[config.mk]
export PLATFORM = sky130hd
export DESIGN_NAME = uart_rx_ctrl
export DESIGN_NICKNAME = d
export VERILOG_FILES = /design/src/rtl/uart_rx_ctrl.sv
export SDC_FILE = /design/constraint.sdc
export NUM_CORES = 1
export LEC_CHECK = 0
export BUFFER_PORTS_ARGS = -buffer_cell sky130_fd_sc_hd__buf_2
export CORE_MARGIN = 2
export CORE_UTILIZATION = 41
export CTS_CLUSTER_SIZE = 25
export DETAILED_ROUTE_END_ITERATION = 7
export GPL_TIMING_DRIVEN = 0
export PLACE_DENSITY = 0.76
export SLEW_MARGIN = 20
export SYNTH_ARGS = -nofsm -noshare
export SYNTH_HDL_FRONTEND = slang
export SYNTH_SLANG_ARGS = --single-unit
[constraint.sdc]
create_clock -name clk -period 1.9 [get_ports clk]
set_clock_uncertainty 0.1 [all_clocks]
set_input_delay 0.095 -clock clk [delete_from_list [all_inputs] [get_ports clk]]
set_output_delay 0.095 -clock clk [all_outputs]
set_load 0.05 [all_outputs]
[src/rtl/uart_rx_ctrl.sv]
// rtl/uart_rx_ctrl.sv - configures uart_top, reads received bytes into a FIFO stream
// Optional saturating error-frame counter enabled by UART_RX_CTRL_ERR_CNT_EN.
module uart_rx_ctrl #(
  parameter logic [4:0] ADDR_CTRL    = 5'h00,
  parameter logic [4:0] ADDR_RX_DATA = 5'h03,
  parameter int         FIFO_DEPTH   = 4
) (
  input  logic        clk,
  input  logic        rst,
  input  logic        enable_i,
  input  logic [15:0] baud_div_i,
  output logic        cfg_we_o,
  output logic        cfg_cs_o,
  output logic [4:0]  cfg_addr_o,
  output logic [31:0] cfg_wdata_o,
  input  logic [31:0] cfg_rdata_i,
  input  logic        rx_int_i,
  input  logic        err_int_i,
  output logic [7:0]  data_o,
  output logic        valid_o,
  input  logic        ready_i,
  output logic        busy_o,
  output logic        ovf_o,
  output logic [7:0]  err_cnt_o
);

  localparam int AW = $clog2(FIFO_DEPTH);

  typedef enum logic [2:0] {
    S_IDLE,
    S_CFG,
    S_WAIT,
    S_RD1,
    S_RD2
  } state_t;

  state_t      r_state;
  state_t      w_next;
  logic        r_err_tag;
  logic [7:0]  r_mem [FIFO_DEPTH];
  logic [AW:0] r_wr_ptr;
  logic [AW:0] r_rd_ptr;
  logic        r_ovf;

  logic        w_empty;
  logic        w_full;
  logic        w_rd_done;
  logic        w_push_req;
  logic        w_push;
  logic        w_pop;
  logic        w_unused_rdata;

  assign w_unused_rdata = ^cfg_rdata_i[31:8];

  always_ff @(posedge clk or negedge rst) begin
    if (!rst) begin
      r_state <= S_IDLE;
    end else begin
      r_state <= w_next;
    end
  end

  always_comb begin
    w_next      = r_state;
    cfg_cs_o    = 1'b0;
    cfg_we_o    = 1'b0;
    cfg_addr_o  = 5'h00;
    cfg_wdata_o = 32'h0000_0000;
    case (r_state)
      S_IDLE: begin
        if (enable_i) w_next = S_CFG;
      end
      S_CFG: begin
        cfg_cs_o    = 1'b1;
        cfg_we_o    = 1'b1;
        cfg_addr_o  = ADDR_CTRL;
        cfg_wdata_o = {baud_div_i, 13'd0, 3'b111};
        w_next      = S_WAIT;
      end
      S_WAIT: begin
        if (rx_int_i || err_int_i) w_next = S_RD1;
      end
      S_RD1: begin
        cfg_cs_o   = 1'b1;
        cfg_addr_o = ADDR_RX_DATA;
        w_next     = S_RD2;
      end
      S_RD2: begin
        cfg_cs_o   = 1'b1;
        cfg_addr_o = ADDR_RX_DATA;
        w_next     = S_WAIT;
      end
      default: w_next = S_IDLE;
    endcase
    if (!enable_i) w_next = S_IDLE;
  end

  // Error interrupt wins when both fire: the frame is tagged and its byte dropped.
  always_ff @(posedge clk or negedge rst) begin
    if (!rst) begin
      r_err_tag <= 1'b0;
    end else if (r_state == S_WAIT && (rx_int_i || err_int_i)) begin
      r_err_tag <= err_int_i;
    end
  end

  assign w_empty    = (r_wr_ptr == r_rd_ptr);
  assign w_full     = (r_wr_ptr[AW] != r_rd_ptr[AW]) &&
                      (r_wr_ptr[AW-1:0] == r_rd_ptr[AW-1:0]);
  assign w_rd_done  = (r_state == S_RD2) && enable_i;
  assign w_push_req = w_rd_done && !r_err_tag;
  assign w_pop      = !w_empty && ready_i;
  assign w_push     = w_push_req && (!w_full || w_pop);

  always_ff @(posedge clk) begin
    if (w_push && enable_i) begin
      r_mem[r_wr_ptr[AW-1:0]] <= cfg_rdata_i[7:0];
    end
  end

  always_ff @(posedge clk or negedge rst) begin
    if (!rst) begin
      r_wr_ptr <= '0;
      r_rd_ptr <= '0;
      r_ovf    <= 1'b0;
    end else if (!enable_i) begin
      r_wr_ptr <= '0;
      r_rd_ptr <= '0;
      r_ovf    <= 1'b0;
    end else begin
      if (w_push) r_wr_ptr <= r_wr_ptr + 1'b1;
      if (w_pop)  r_rd_ptr <= r_rd_ptr + 1'b1;
      if (w_push_req && w_full && !w_pop) r_ovf <= 1'b1;
    end
  end

  assign valid_o = !w_empty;
  assign data_o  = w_empty ? 8'h00 : r_mem[r_rd_ptr[AW-1:0]];
  assign busy_o  = (r_state != S_IDLE);
  assign ovf_o   = r_ovf;

`ifdef UART_RX_CTRL_ERR_CNT_EN
  logic [7:0] r_err_cnt;

  always_ff @(posedge clk or negedge rst) begin
    if (!rst) begin
      r_err_cnt <= 8'h00;
    end else if (!enable_i) begin
      r_err_cnt <= 8'h00;
    end else if (w_rd_done && r_err_tag && r_err_cnt != 8'hFF) begin
      r_err_cnt <= r_err_cnt + 8'd1;
    end
  end

  assign err_cnt_o = r_err_cnt;
`else
  assign err_cnt_o = 8'h00;
`endif

endmodule

## Yosys cells after proc, flatten, opt, wreduce, memory -nomap -nowiden

Memories as Yosys holds them, arrays and structs flattened.
Index checks and enable logic that the tools add are counted.

| word-level totals | value |
|---|---|
| register bits after elaboration | 11 |
| RAM bits | 32 |
| input port bits | 54 |
| memories | 1 |

Memory list:

| memory | words | bits a word | read ports | clocked after Yosys merged registers in | wr ports | line | source |
|---|---|---|---|---|---|---|---|
| r_mem | 4 | 8 | 1 | 0 | 1 | 40 | `logic [7:0] r_mem [FIFO_DEPTH];` |

| operators by class | value |
|---|---|
| $add $sub $neg | 2 |
| equality and inequality tests | 11 |
| mux-type cells | 16 |
| reduce and logical (&&, ||, !) cells | 20 |

Operator list:

| cell | number |
|---|---|
| two-way mux 32 bit | 1 |
| two-way mux 3 bit | 6 |
| one-hot mux 3 bit (4 select lines) | 1 |
| logical AND 1 bit | 9 |
| two-way mux 8 bit | 1 |
| adder 3 x 1 -> 3 bit, second input constant | 2 |
| equality test 3 x 2 -> 1 bit, second input constant | 2 |
| two-way mux 1 bit | 6 |
| inequality test 2 x 1 -> 1 bit, second input constant | 3 |
| zero test 1 bit | 4 |
| OR reduction 2 bit | 2 |
| equality test 3 x 1 -> 1 bit, second input constant | 1 |
| equality test 3 bit | 1 |
| equality test 3 bit, second input constant | 1 |
| zero test 3 bit | 1 |
| inequality test 3 x 2 -> 1 bit, second input constant | 1 |
| nonzero test 3 bit | 1 |
| OR reduction 3 bit | 1 |
| equality test 2 bit | 1 |
| logical OR 1 bit | 2 |
| two-way mux 2 bit | 1 |
| inequality test 1 bit | 1 |

## Depth between registers and ports, before layout

Gate-level depths: netlist of run 1.

| depth | value |
|---|---|
| depth after elaboration | 8 |
| mapped depth | 6 |
| gate-level depth less buffers | 4 |

## Least setup slack after synthesis of run 1

No wires, ideal clock.

| timing | value |
|---|---|
| path type | register -> output |
| from | register r_state[2] |
| to | output cfg_wdata_o[16] |
| arrival time | 1.948 ns |
| required time | 1.705 ns |
| setup slack | -0.243 ns |
| cell stages (with the launch flop) | 5 |
| path through | dfrtp_1 nand2b_1 nor2_1 clkbuf_1 and2_1 |

| on the way | value |
|---|---|
| longest elaborated chain between the ends | 2 |

Ends and longest elaborated chain:

| item | line | source |
|---|---|---|
| start: declaration | 37 | `state_t r_state;` |
| start signal: assignment | 59 | `r_state <= w_next;` |
| equality test 3 x 1 -> 1 bit | 69 | `case (r_state)` |
| two-way mux 32 bit | 69 |  |
| end: declaration | 15 | `output logic [31:0] cfg_wdata_o,` |

Every way passes these cells.

## Worst setup path after layout of run 1

| timing | value |
|---|---|
| from | register r_rd_ptr[0] |
| to | memory r_mem[0][6] (enable) |

| on the way | value |
|---|---|
| longest elaborated chain between the ends | 8 |

Ends and longest elaborated chain:

| item | line | source |
|---|---|---|
| start: declaration | 42 | `logic [AW:0] r_rd_ptr;` |
| start signal: assignment | 132 | `if (w_pop) r_rd_ptr <= r_rd_ptr + 1'b1;` |
| equality test 3 bit or equality test 2 bit (tied branches) | 107, 109 |  |
| zero test 1 bit or logical AND 1 bit (tied branches) | 112, 108 |  |
| logical AND 1 bit or zero test 1 bit (tied branches) | 112, 113 |  |
| logical OR 1 bit (*) | 113 | `assign w_push = w_push_req && (!w_full \|\| w_pop);` |
| logical AND 1 bit (*) | 113 |  |
| logical AND 1 bit (*) | 116 | `if (w_push && enable_i) begin` |
| two-way mux 1 bit (*) | 116 |  |
| two-way mux 1 bit (implied by the code) (*) | 117 | `r_mem[r_wr_ptr[AW-1:0]] <= cfg_rdata_i[7:0];` |
| end: declaration | 40 |  |

Mark *: on every way between the ends. The rest lies on a longest branch, timed or not.

==> impl_results.md, run 1 <==
* First drt pass iteration count at 4
* Sinks on Clock Net at 43
* Main synth FF type: edfxtp_1
* Via density at 4.44
* WL final at 4.66 mm
* Post-synth top area cell: edfxtp_1
* Mapped Area at 0.00223 mm²
* Worst Slack Setup Final at -48.3 ps
* Die W at approximately 78 µm
* Nets@finish at between 300 and 400
* F_max at 513 MHz
* WL met1 at 1.83 mm
* # DRC at 0
* First-pass GRT wire length at 7.33 mm
* DP Area at ~0.0027 mm²
* Flops & latches, synth at 43
* Via count at between 1500 and 2000
* CTS tree: built
* Hold path startpoint: enable_i
* Post-DRT Antenna Nets at 0
* Clk Latency, worst-skew pair at between 200 and 300 ps
* Wire per inst at 13.0 µm
* Routed wire length on met3 at 195 µm
* Fin crit share at 103%
* Post-Layout Cell Count at between 300 and 400
* Die height at about 78 µm
* Grt ovf at 0
* Syn-to-layout area delta at 46.5%
* IO buf count at 62
* Hold path cells at 3
* Fraction of layout instances using a drive strength above 1 at 50.5%
* Root buffer cell: clkbuf_8
* Power Dens Cells at 709 mW/mm²
* Die area at 0.00604 mm²
* CP Capture Type: flop
* Core Area at 0.00517 mm²
* Clk slew on worst S/H paths at 80 ps
* Worst-path maximum fanout at 8
* R2R Path End: r_mem[0][6]$_DFFE_PP_
* Post-Synthesis Cells at 167
* Main area contributors after synthesis: edfxtp_1 (43%), dfrtp_1 (12%), buf_4 (9.4%), mux4_1 (7.1%), and2_1 (5.3%)
* DP HPWL at around 3.0 mm
* WL met2 at 2.54 mm
* N_diodes at 0
* Avg Cell Area, Syn at 13.4 µm²
* Register area share after synthesis at 55.4%
* Netlist cell types at 34
* Placed Cells at 322
* Total power at 2320 µW
* Peak VDD IR at 301 µV
* R2R depth at 4
* Leak at 0.00150 µW
* Number of global-route vias before repair at 1574
* Starting density of the core at 43.1%
* Max Used Layer: met4
* Synth async-reset ratio at 25.6%
* Setup violators final at 34
* Critical path arrival at 1900 ps
* Critical Path RT at 1850 ps
* Io pins at about 110
* Initial DRC count at 134
* Antenna violations before repair at 0
* Critical path class: reg2reg
* Number of synthesized flops with an enable pin at 32
* Slew Limit Fails at 0
* Cell area after layout at 0.00327 mm²
* Clock buffer depth at 2
* Hold Path Sink: r_state[0]$_DFFE_PN0P_
* Worst R2R Setup Slack at -50 ps
* Num CTS Buffers at 5
* Total track usage at between 10% and 20%
* Slew @ Worst Pin at 503 ps
* Share of the synthesized area in the top cell type at 43.1%
* H-tree depth at 2
* Pin count of the biggest net entering global routing at 15
* Worst hold path class: in2reg
* Failing checks: negative setup slack
* Status: finished, violations left
* Post-route minimum period at 1950 ps
* Hold Slack at 53.4 ps
* RSZ-0062 raised after global routing: yes
* Slew headroom at about two thirds
* R2r startpoint: r_rd_ptr[0]$_DFFE_PN0P_
* Final hold violations at 0
* Max_cap viols at 0
* FP Rows at 26
* Setup crit start kind: flop
* GPL Wtd Cong at just over 0.7
* Synth Warn # at 0
through the flow:
step / utilization, % / setup TNS (ps) / worst slack (ps)
6_report: 63.2 / -683 / -48.3
5_1_grt: 63.2 / -2500 / -99.7
2_1_floorplan: - / -1040 / -48.5
4_1_cts: 61.8 / -1330 / -50.5
3_3_place_gp: 52.9 / -6040 / -201
3_5_place_dp: 52.9 / -7280 / -233
layout make-up:
| class | instances | area, µm² |
|---|---|---|
| timing repair buffer | 89 | 646 |
| inverter | 4 | 15.0 |
| clock buffer | 5 | 68.8 |
| clock inverter | 3 | 20.0 |
| tap | 70 | 87.6 |
| multi-input combinational | 110 | 935 |
| sequential | 43 | 1240 |
| fill | 365 | 1910 |
| buffer | 33 | 258 |
how the worst max path moves through the flow:
stage	startpoint	end	slack [ps]	depth (start not counted)
floorplan	r_rd_ptr[1]$_DFFE_PN0P_	r_mem[1][0]$_DFFE_PP_	-50	5
global placement	r_state[1]$_DFFE_PN0P_	r_mem[2][6]$_DFFE_PP_	-200	4
detailed placement	r_state[1]$_DFFE_PN0P_	r_mem[2][6]$_DFFE_PP_	-230	4
CTS	r_rd_ptr[0]$_DFFE_PN0P_	data_o[2]	-50	6
global route	r_rd_ptr[0]$_DFFE_PN0P_	data_o[6]	-100	5
finish	r_rd_ptr[0]$_DFFE_PN0P_	r_mem[0][6]$_DFFE_PP_	-50	4
sequential cells by signal, summed over array words and instances, names as in the netlist:
signal     cells
r_wr_ptr       3
r_mem         32
r_state        3
r_rd_ptr       3
ovf_o          1
r_err_tag      1
synthesized netlist by cell type (2+ instances only):
cell type / count
ha_1: 5
nor2_1: 4
nand2_1: 8
mux4_2: 2
buf_4: 28
inv_1: 4
and2_1: 19
buf_6: 3
xor2_1: 3
mux2i_1: 2
nor2b_1: 9
and3_1: 3
xnor2_1: 2
o21ai_0: 2
a21oi_1: 2
edfxtp_1: 32
dfrtp_1: 11
or3_1: 2
nand3_1: 3
o21ai_1: 2
mux4_1: 6
clkbuf_1: 3
cell usage in the layout, fill, tap and decap left out, types with 4 or more instances in the layout:
master,count
edfxtp_1,32
buf_4,54
nor2b_2,4
conb_1,24
mux4_2,5
buf_6,13
and3_4,5
dfrtp_1,10
clkbuf_8,7
dlygate4sd3_1,11
and2_1,19
nand2_1,8
inv_1,4
buf_2,39
ha_1,5
report_power, final:
group	total (µW)	internal (µW)	switching (µW)
logic	694	238	456
registers	1070	1030	35.6
clock network	557	256	301
total	2320	1520	792
metal layers:
layer | vias up | track usage, %
met5 | - | 0
met4 | 0 | 6.07
met3 | 7 | 2.44
met2 | 53 | 28.4
met1 | 752 | 18.1
li1 | 773 | -
cell families (layout without fill, tap and decap cells):
kind of cell | count (synthesis) | in the layout | synth area share (%)
XOR/XNOR | 5 | 5 | 1.96
flip-flops | 43 | 43 | 55.4
AO/OA/AOI/OAI | 9 | 9 | 2.53
other | 1 | 24 | 0.168
adder cells (fa/ha/maj) | 5 | 5 | 2.81
multiplexers | 10 | 10 | 9.99
AND/OR/NAND/NOR | 55 | 57 | 14.8
buffers and inverters | 39 | 134 | 12.3
critical path, stage by stage, from the launching register on:
cell and delay (ps):
dfrtp_1 430, buf_6 170, xor2_4 200, or4b_4 550, and3_4 260
what timing repair did:
item	CTS	global route
gates resized for setup	56	12
hold buffers	11	0
pin swaps	5	6
cloned	4	0
endpoints found under the setup margin	60	57
endpoints found under the hold margin	45	0
setup buffers	9	5
No activity file was read; power rests on OpenSTA's default activity.
==> run 2: changes to the inputs <==
==> constraint.sdc (replaced) <==
create_clock -name clk -period 1.9 [get_ports clk]
set_clock_uncertainty 0.1 [all_clocks]
set_input_delay 0.095 -clock clk [delete_from_list [all_inputs] [get_ports clk]]
set_output_delay 0.095 -clock clk [all_outputs]
set_load 0.005 [all_outputs]
==> run 2 against run 1 <==
The run still ends with negative setup slack left. Register-to-register slack gained 20 ps. First-iteration DRC count shrank 22%. Sequential cell count is the same. Count of clock-buffer cells in the layout is the same. Clock power grew 26%. Critical path type unchanged. Critical endpoint is now r_mem[1][5]$_DFFE_PP_. Largest power group unchanged.
==> impl_results.md, run 2 (synthesis gave the netlist of run 1 again) <==
* WP buf/inv at 0 (-1)
* Hold Slack at 63.2 ps (+9.75 ps)
* Leak at 0.00147 µW (-1.7%)
* Critical Path, Cell by Cell: xor2_4, or4b_4, and3_4
* Clk Latency, worst-skew pair at 300 ps (about the same)
* R2R Path End: r_mem[1][5]$_DFFE_PP_
* Setup violators final at 32 (-5.9%)
* Clock buffer depth at 2 (unchanged)
* Num CTS Buffers at 5 (unchanged)
* GPL Wtd Cong at 0.694 (-2.5%)
* Number of global-route vias before repair at 1543 (-2.0%)
* Io pins at 112 (unchanged)
* Die area at 0.00604 mm² (unchanged)
* Critical Path RT at 1850 ps (about the same)
* CP Capture Type: flop
* FP Rows at 26 (unchanged)
* Slowest-stage cell, CP: or4b_4
* Commonest non-fill, non-tap cell in the layout: buf_2
* Wire per inst at 14.6 µm (+12%)
* Syn-to-layout area delta at 41.6%
* DP HPWL at 3.09 mm (+2.1%)
* Peak VDD IR at 369 µV (+23%)
* F_max at 518 MHz (+0.92%)
* Power Dens Cells at 673 mW/mm² (-5.1%)
* IO buf count at 62 (unchanged)
* Nets@finish at 342 (-0.87%)
* Fill count at 394 (+7.9%)
* Total power at 2120 µW (-8.3%)
* Worst-path maximum fanout at 8 (unchanged)
* Post-DRT Antenna Nets at 0 (unchanged)
* Critical path class: reg2reg
* Max reg flops at 32 (unchanged)
* Core Area at 0.00517 mm² (unchanged)
* Initial DRC count at 104 (-22%)
* Worst R2R Setup Slack at -30 ps (+20 ps)
* CTS tree: built
* Slew Limit Fails at 0 (unchanged)
* # DRC at 0 (unchanged)
* Starting density of the core at 43.1% (unchanged)
* Pin count of the biggest net entering global routing at 14 (-1)
* Final hold violations at 0 (unchanged)
* Grt ovf at 0 (unchanged)
* H-tree depth at 2 (unchanged)
* Commonest cells after routing, fill and taps aside: buf_2 (62), buf_4 (39), edfxtp_1 (32), conb_1 (24), and2_1 (18)
* Post-route minimum period at 1930 ps (-17.8 ps)
* Fraction of layout instances using a drive strength above 1 at 48.6% (-1.9 points)
* Clk slew on worst S/H paths at 80 ps (about the same)
* Total track usage at 15.7% (+0.19 points)
* DP Area at 0.00274 mm² (+0.14%)
* Worst hold path class: in2reg
* RSZ-0062 raised after global routing: yes
* R2R depth at 3 (-1)
* Critical path arrival at 1880 ps (-20 ps)
* Worst Slack Setup Final at -30.5 ps (+17.8 ps)
* Fin crit share at 102% (-0.94 points)
* R2r startpoint: r_wr_ptr[1]$_DFFE_PN0P_
* Status: finished, violations left
* WL final at 5.16 mm (+11%)
* DP Worst Slack at -98.5 ps (+134 ps)
* Antenna violations before repair at 0 (unchanged)
* Post-Layout Cell Count at 354 (-0.84%)
* Sinks on Clock Net at 43 (unchanged)
* Setup crit start kind: flop
* Max_cap viols at 0 (unchanged)
* Die W at 77.7 µm (unchanged)
* Placed Cells at 322 (unchanged)
* Root buffer cell: clkbuf_8
* Hold Path Sink: r_state[0]$_DFFE_PN0P_
* Slew @ Worst Pin at 584 ps (+80.8 ps)
* Worst path max stage delay at 600 ps (+50 ps)
* Hold path startpoint: enable_i
* Via density at 4.49 (+1.2%)
* First-pass GRT wire length at 7.30 mm (-0.37%)
* First drt pass iteration count at 4 (unchanged)
* Family with the most delay on the worst path: simple AND/OR/NAND/NOR gates
* Die height at 77.7 µm (unchanged)
* Failing checks: negative setup slack
* N_diodes at 0 (unchanged)
* Cell area after layout at 0.00316 mm² (-3.3%)
* Slew headroom at 60.7% (-5.4 points)
* Hold path cells at 3 (unchanged)
* Via count at 1591 (+0.38%)
[run 2: stage by stage]
stage,util [%],setup TNS [ps]
finish,61.1,-630
floorplan,-,0
CTS,58.2,-494
detailed placement,52.9,-3180
global route,61.1,-2180
global placement,52.9,-2890
[run 2: worst min-delay path: cells and delay by family]
kind            cells  cell delay (ps)
compound gates      1               30
simple gates        1              110
buf+inv             1              200
[run 2: how the worst max path moves through the flow]
stage | start | end | slack (ps) | depth (start not counted)
2_1_floorplan | r_rd_ptr[1]$_DFFE_PN0P_ | r_mem[3][0]$_DFFE_PP_ | 10 | 5
3_3_place_gp | r_state[1]$_DFFE_PN0P_ | r_mem[3][3]$_DFFE_PP_ | -100 | 4
3_5_place_dp | r_state[1]$_DFFE_PN0P_ | r_mem[3][3]$_DFFE_PP_ | -100 | 4
4_1_cts | r_rd_ptr[0]$_DFFE_PN0P_ | r_mem[3][2]$_DFFE_PP_ | -20 | 4
5_1_grt | r_state[2]$_DFFE_PN0P_ | r_mem[1][1]$_DFFE_PP_ | -70 | 3
6_report | r_wr_ptr[1]$_DFFE_PN0P_ | r_mem[1][5]$_DFFE_PP_ | -30 | 3
[run 2: report_power, final]
| part | internal (µW) | total, µW | switching (µW) |
|---|---|---|---|
| registers | 1030 | 1060 | 28.1 |
| clock network | 385 | 701 | 316 |
| logic | 213 | 365 | 152 |
| total | 1630 | 2120 | 496 |
[run 2: layout make-up]
type / instances / area [µm²] / area share (%)
sequential: 43 / 1240 / 39.2
multi-input combinational: 110 / 912 / 28.9
timing repair buffer: 86 / 538 / 17.0
buffer: 33 / 259 / 8.20
tap: 70 / 87.6 / 2.77
clock buffer: 5 / 68.8 / 2.18
clock inverter: 3 / 38.8 / 1.23
inverter: 4 / 15.0 / 0.475
[run 2: timing repair]
action | in CTS | in global routing
cloned | 2 | 1
pin swaps | 8 | 8
hold buffers | 11 | 0
resized for setup | 8 | 25
setup buffers | 4 | 8
endpoints found under the hold margin | 45 | 0
setup endpoints to repair | 57 | 57
[run 2: layer usage]
layer | share of wire [%] | global-route usage, % | wire [µm]
met5 | 0 | 0 | 0
met4 | 0.83 | 5.18 | 43
met2 | 53 | 29.8 | 2740
met3 | 5.0 | 3.72 | 257
met1 | 41 | 17.0 | 2120
==> run 3: changes to the inputs <==
--- a/config.mk
+++ b/config.mk
@@ -5,13 +5,14 @@
 export SDC_FILE = /design/constraint.sdc
 export NUM_CORES = 1
 export LEC_CHECK = 0
+export ABC_AREA = 1
 export BUFFER_PORTS_ARGS = -buffer_cell sky130_fd_sc_hd__buf_2
 export CORE_MARGIN = 2
-export CORE_UTILIZATION = 41
+export CORE_UTILIZATION = 42
 export CTS_CLUSTER_SIZE = 25
 export DETAILED_ROUTE_END_ITERATION = 7
 export GPL_TIMING_DRIVEN = 0
-export PLACE_DENSITY = 0.76
+export PLACE_DENSITY = 0.77
 export SLEW_MARGIN = 20
 export SYNTH_ARGS = -nofsm -noshare
 export SYNTH_HDL_FRONTEND = slang
==> run 3 against run 2 <==
The flow now finishes without violations. Combinational power is 25% lower. Non-clock buffer count down 6. Final area is 0.36% higher. Critical path depth is 2 higher. Synthesized area up 4.9%. Global-route usage decreased by 0.093 points. Sequential cell count unchanged. Count of clock-buffer cells in the layout unchanged. Clock power grew 23%. Sequential share of layout area down 0.18 points. Fmax is 7.1% higher. Worst hold slack got worse by 48 ps. Largest cell class unchanged.
==> impl_results.md, run 3 <==
* Total power at 2180 µW (+2.5%)
* DP HPWL at 3.34 mm (+8.2%)
* N_diodes at 0 (unchanged)
* Post-Synthesis Cells at 251 (+50%)
* Max_cap viols at 0 (unchanged)
* Power Dens Cells at 687 mW/mm² (+2.1%)
* Hold Slack at 15.4 ps (-47.8 ps)
* Worst hold path class: in2reg
* Die height at 78.6 µm (+1.1%)
* Post-synth top area cell: edfxtp_1
* Total track usage at 15.6% (-0.093 points)
* Flops & latches, synth at 43 (unchanged)
* RSZ-0062 raised after global routing: yes
* Initial DRC count at 71 (-32%)
* Number of synthesized flops with an enable pin at 32 (unchanged)
* First-pass GRT wire length at 7.57 mm (+3.7%)
* Commonest cells after routing, fill and taps aside: buf_2 (64), nor2_1 (36), inv_1 (35), edfxtp_1 (32), nand2_1 (31)
* Sinks on Clock Net at 43 (unchanged)
* Fraction of layout instances using a drive strength above 1 at 35.8% (-13 points)
* Final hold violations at 0 (unchanged)
* Critical path arrival at 1680 ps (-200 ps)
* Netlist cell types at 24 (-29%)
* Leak at 0.00166 µW (+13%)
* Worst-path maximum fanout at 8 (unchanged)
* FP Rows at 27 (+3.8%)
* Io pins at 112 (unchanged)
* Clock buffer depth at 2 (unchanged)
* Fin crit share at 94.8% (-6.8 points)
* # DRC at 0 (unchanged)
* Number of global-route vias before repair at 1670 (+8.2%)
* GPL Wtd Cong at 0.833 (+20%)
* Post-synth top cells: nor2_1 (41), inv_1 (36), edfxtp_1 (32)
* DP Worst Slack at -234 ps (-135 ps)
* Syn-to-layout area delta at 35.5%
* Die area at 0.00618 mm² (+2.3%)
* Root buffer cell: clkbuf_8
* Num CTS Buffers at 5 (unchanged)
* Core Area at 0.00544 mm² (+5.2%)
* H-tree depth at 2 (unchanged)
* Main synth FF type: edfxtp_1
* Grt ovf at 0 (unchanged)
* Post-route minimum period at 1800 ps (-129 ps)
* Via count at 1896 (+19%)
* Nets@finish at 418 (+22%)
* Most common cell in the netlist: nor2_1
* F_max at 555 MHz (+7.1%)
* Register area share after synthesis at 52.9% (-2.6 points)
* Peak VDD IR at 897 µV (+140%)
* Critical Path RT at 1780 ps (-70 ps)
* Fill count at 482 (+22%)
* IO buf count at 63 (+1.6%)
* Via density at 4.39 (-2.3%)
* Avg Cell Area, Syn at 9.32 µm² (-30%)
* Critical path class: reg2reg
* Share of the synthesized area in the top cell type at 41.1% (-2.0 points)
* Max reg flops at 32 (unchanged)
* Commonest non-fill, non-tap cell in the layout: buf_2
* Slew Limit Fails at 0 (unchanged)
* First drt pass iteration count at 4 (unchanged)
* Pin count of the biggest net entering global routing at 16 (+2)
* Setup crit start kind: flop
* Antenna violations before repair at 0 (unchanged)
* Fin util at 58.3% (-2.8 points)
* Synth async-reset ratio at 25.6% (unchanged)
* CTS tree: built
* Setup violators final at 0 (-100%)
* WL final at 4.80 mm (-7.0%)
* Mapped Area at 0.00234 mm² (+4.9%)
* Clk slew on worst S/H paths at 80 ps (about the same)
* Post-DRT Antenna Nets at 0 (unchanged)
* CP Capture Type: flop
* Die W at 78.6 µm (+1.1%)
* Wire per inst at 11.1 µm (-24%)
* Starting density of the core at 43.0% (-0.11 points)
* Status: completed
* Worst Slack Setup Final at 98.1 ps (+129 ps)
* Main area contributors after synthesis: edfxtp_1 (41%), dfrtp_1 (12%), buf_4 (9.0%), nor2_1 (6.6%), inv_1 (5.8%)
* Synth Warn # at 0 (unchanged)
* Clk Latency, worst-skew pair at 300 ps (about the same)
==> run 3: cell count changes in the layout (fill, tap and decap cells not counted), moves of 5 or more <==
cell / delta
nor2b_1: -8
and2_1: -18
buf_4: -9
and3_4: -5
nor2_1: +33
nand2_1: +23
mux4_2: -6
o21ai_0: +17
o22ai_1: +8
nor2_4: +5
inv_1: +31
nand3_1: +7
==> run 3: layout make-up <==
cell class / count / area (µm²) / share of cell area [%]
Clock buffer: 5 / 68.8 / 2.17
Sequential cell: 43 / 1240 / 39.0
Multi-Input combinational cell: 156 / 798 / 25.2
Timing Repair Buffer: 78 / 473 / 14.9
Clock inverter: 3 / 71.3 / 2.25
Inverter: 40 / 155 / 4.90
Tap cell: 72 / 90.1 / 2.84
Buffer: 35 / 275 / 8.69
==> run 3: layer usage <==
layer  GRT usage (%)  part of all wire (%)  up-vias
li1                -                     -      968
met1            18.1                    41      879
met2            28.8                    53       43
met3            2.18                   4.2        6
met4            6.49                   1.6        0
met5               0                     0        -
==> run 3: kinds of logic (layout without fill, tap and decap cells) <==
group	after synthesis	count (layout)	share of synthesized area [%]
other cells	1	24	0.160
fa+ha+maj	5	5	2.68
compound gates	29	29	6.69
simple gates	96	96	18.6
xor+xnor	2	2	0.749
flops	43	43	52.9
buf+inv	75	161	18.3
==> run 3: report_power, final <==
part	leakage, µW	internal, µW	switching (µW)
logic	0.00116	145	127
clock network	0.0000703	533	330
registers	0.000435	1020	18.0
total	0.00166	1700	475
==> run 3: worst paths after layout <==
path	cells past startpoint	to	startpoint	slack [ps]
min in group asynchronous	2	r_wr_ptr[0]$_DFFE_PN0P_	rst	100
max in group asynchronous	2	r_wr_ptr[0]$_DFFE_PN0P_	rst	1370
worst max register to register	5	r_mem[0][1]$_DFFE_PP_	r_state[1]$_DFFE_PN0P_	100
worst min register to register	2	ovf_o$_DFFE_PN0P_	ovf_o$_DFFE_PN0P_	390
worst max-delay path	5	r_mem[0][1]$_DFFE_PP_	r_state[1]$_DFFE_PN0P_	100
worst min-delay path	4	r_err_tag$_DFFE_PN0P_	rx_int_i	20
==> run 3: timing repair <==
item                                    in CTS  in global routing
buffers inserted                             0                  2
pin swaps                                    0                  2
hold buffers                                13                  0
endpoints found under the hold margin       49                  0
resized for setup                            8                  6
endpoints found under the setup margin      32                 38
==> run 3: critical path, stage by stage, from the launching register on <==
cell and delay, ps:
dfrtp_1 450, nor2_1 200, nand3_1 140, nor2_4 180, nand2_4 140, nor2_4 270
==> run 3: stage by stage <==
step,TNS (ps),instances,instance area (µm²)
2_1_floorplan,0,274,2420
3_3_place_gp,-6690,409,2830
4_1_cts,0,430,3130
3_5_place_dp,-6550,409,2830
6_report,0,432,3170
5_1_grt,-298,432,3170
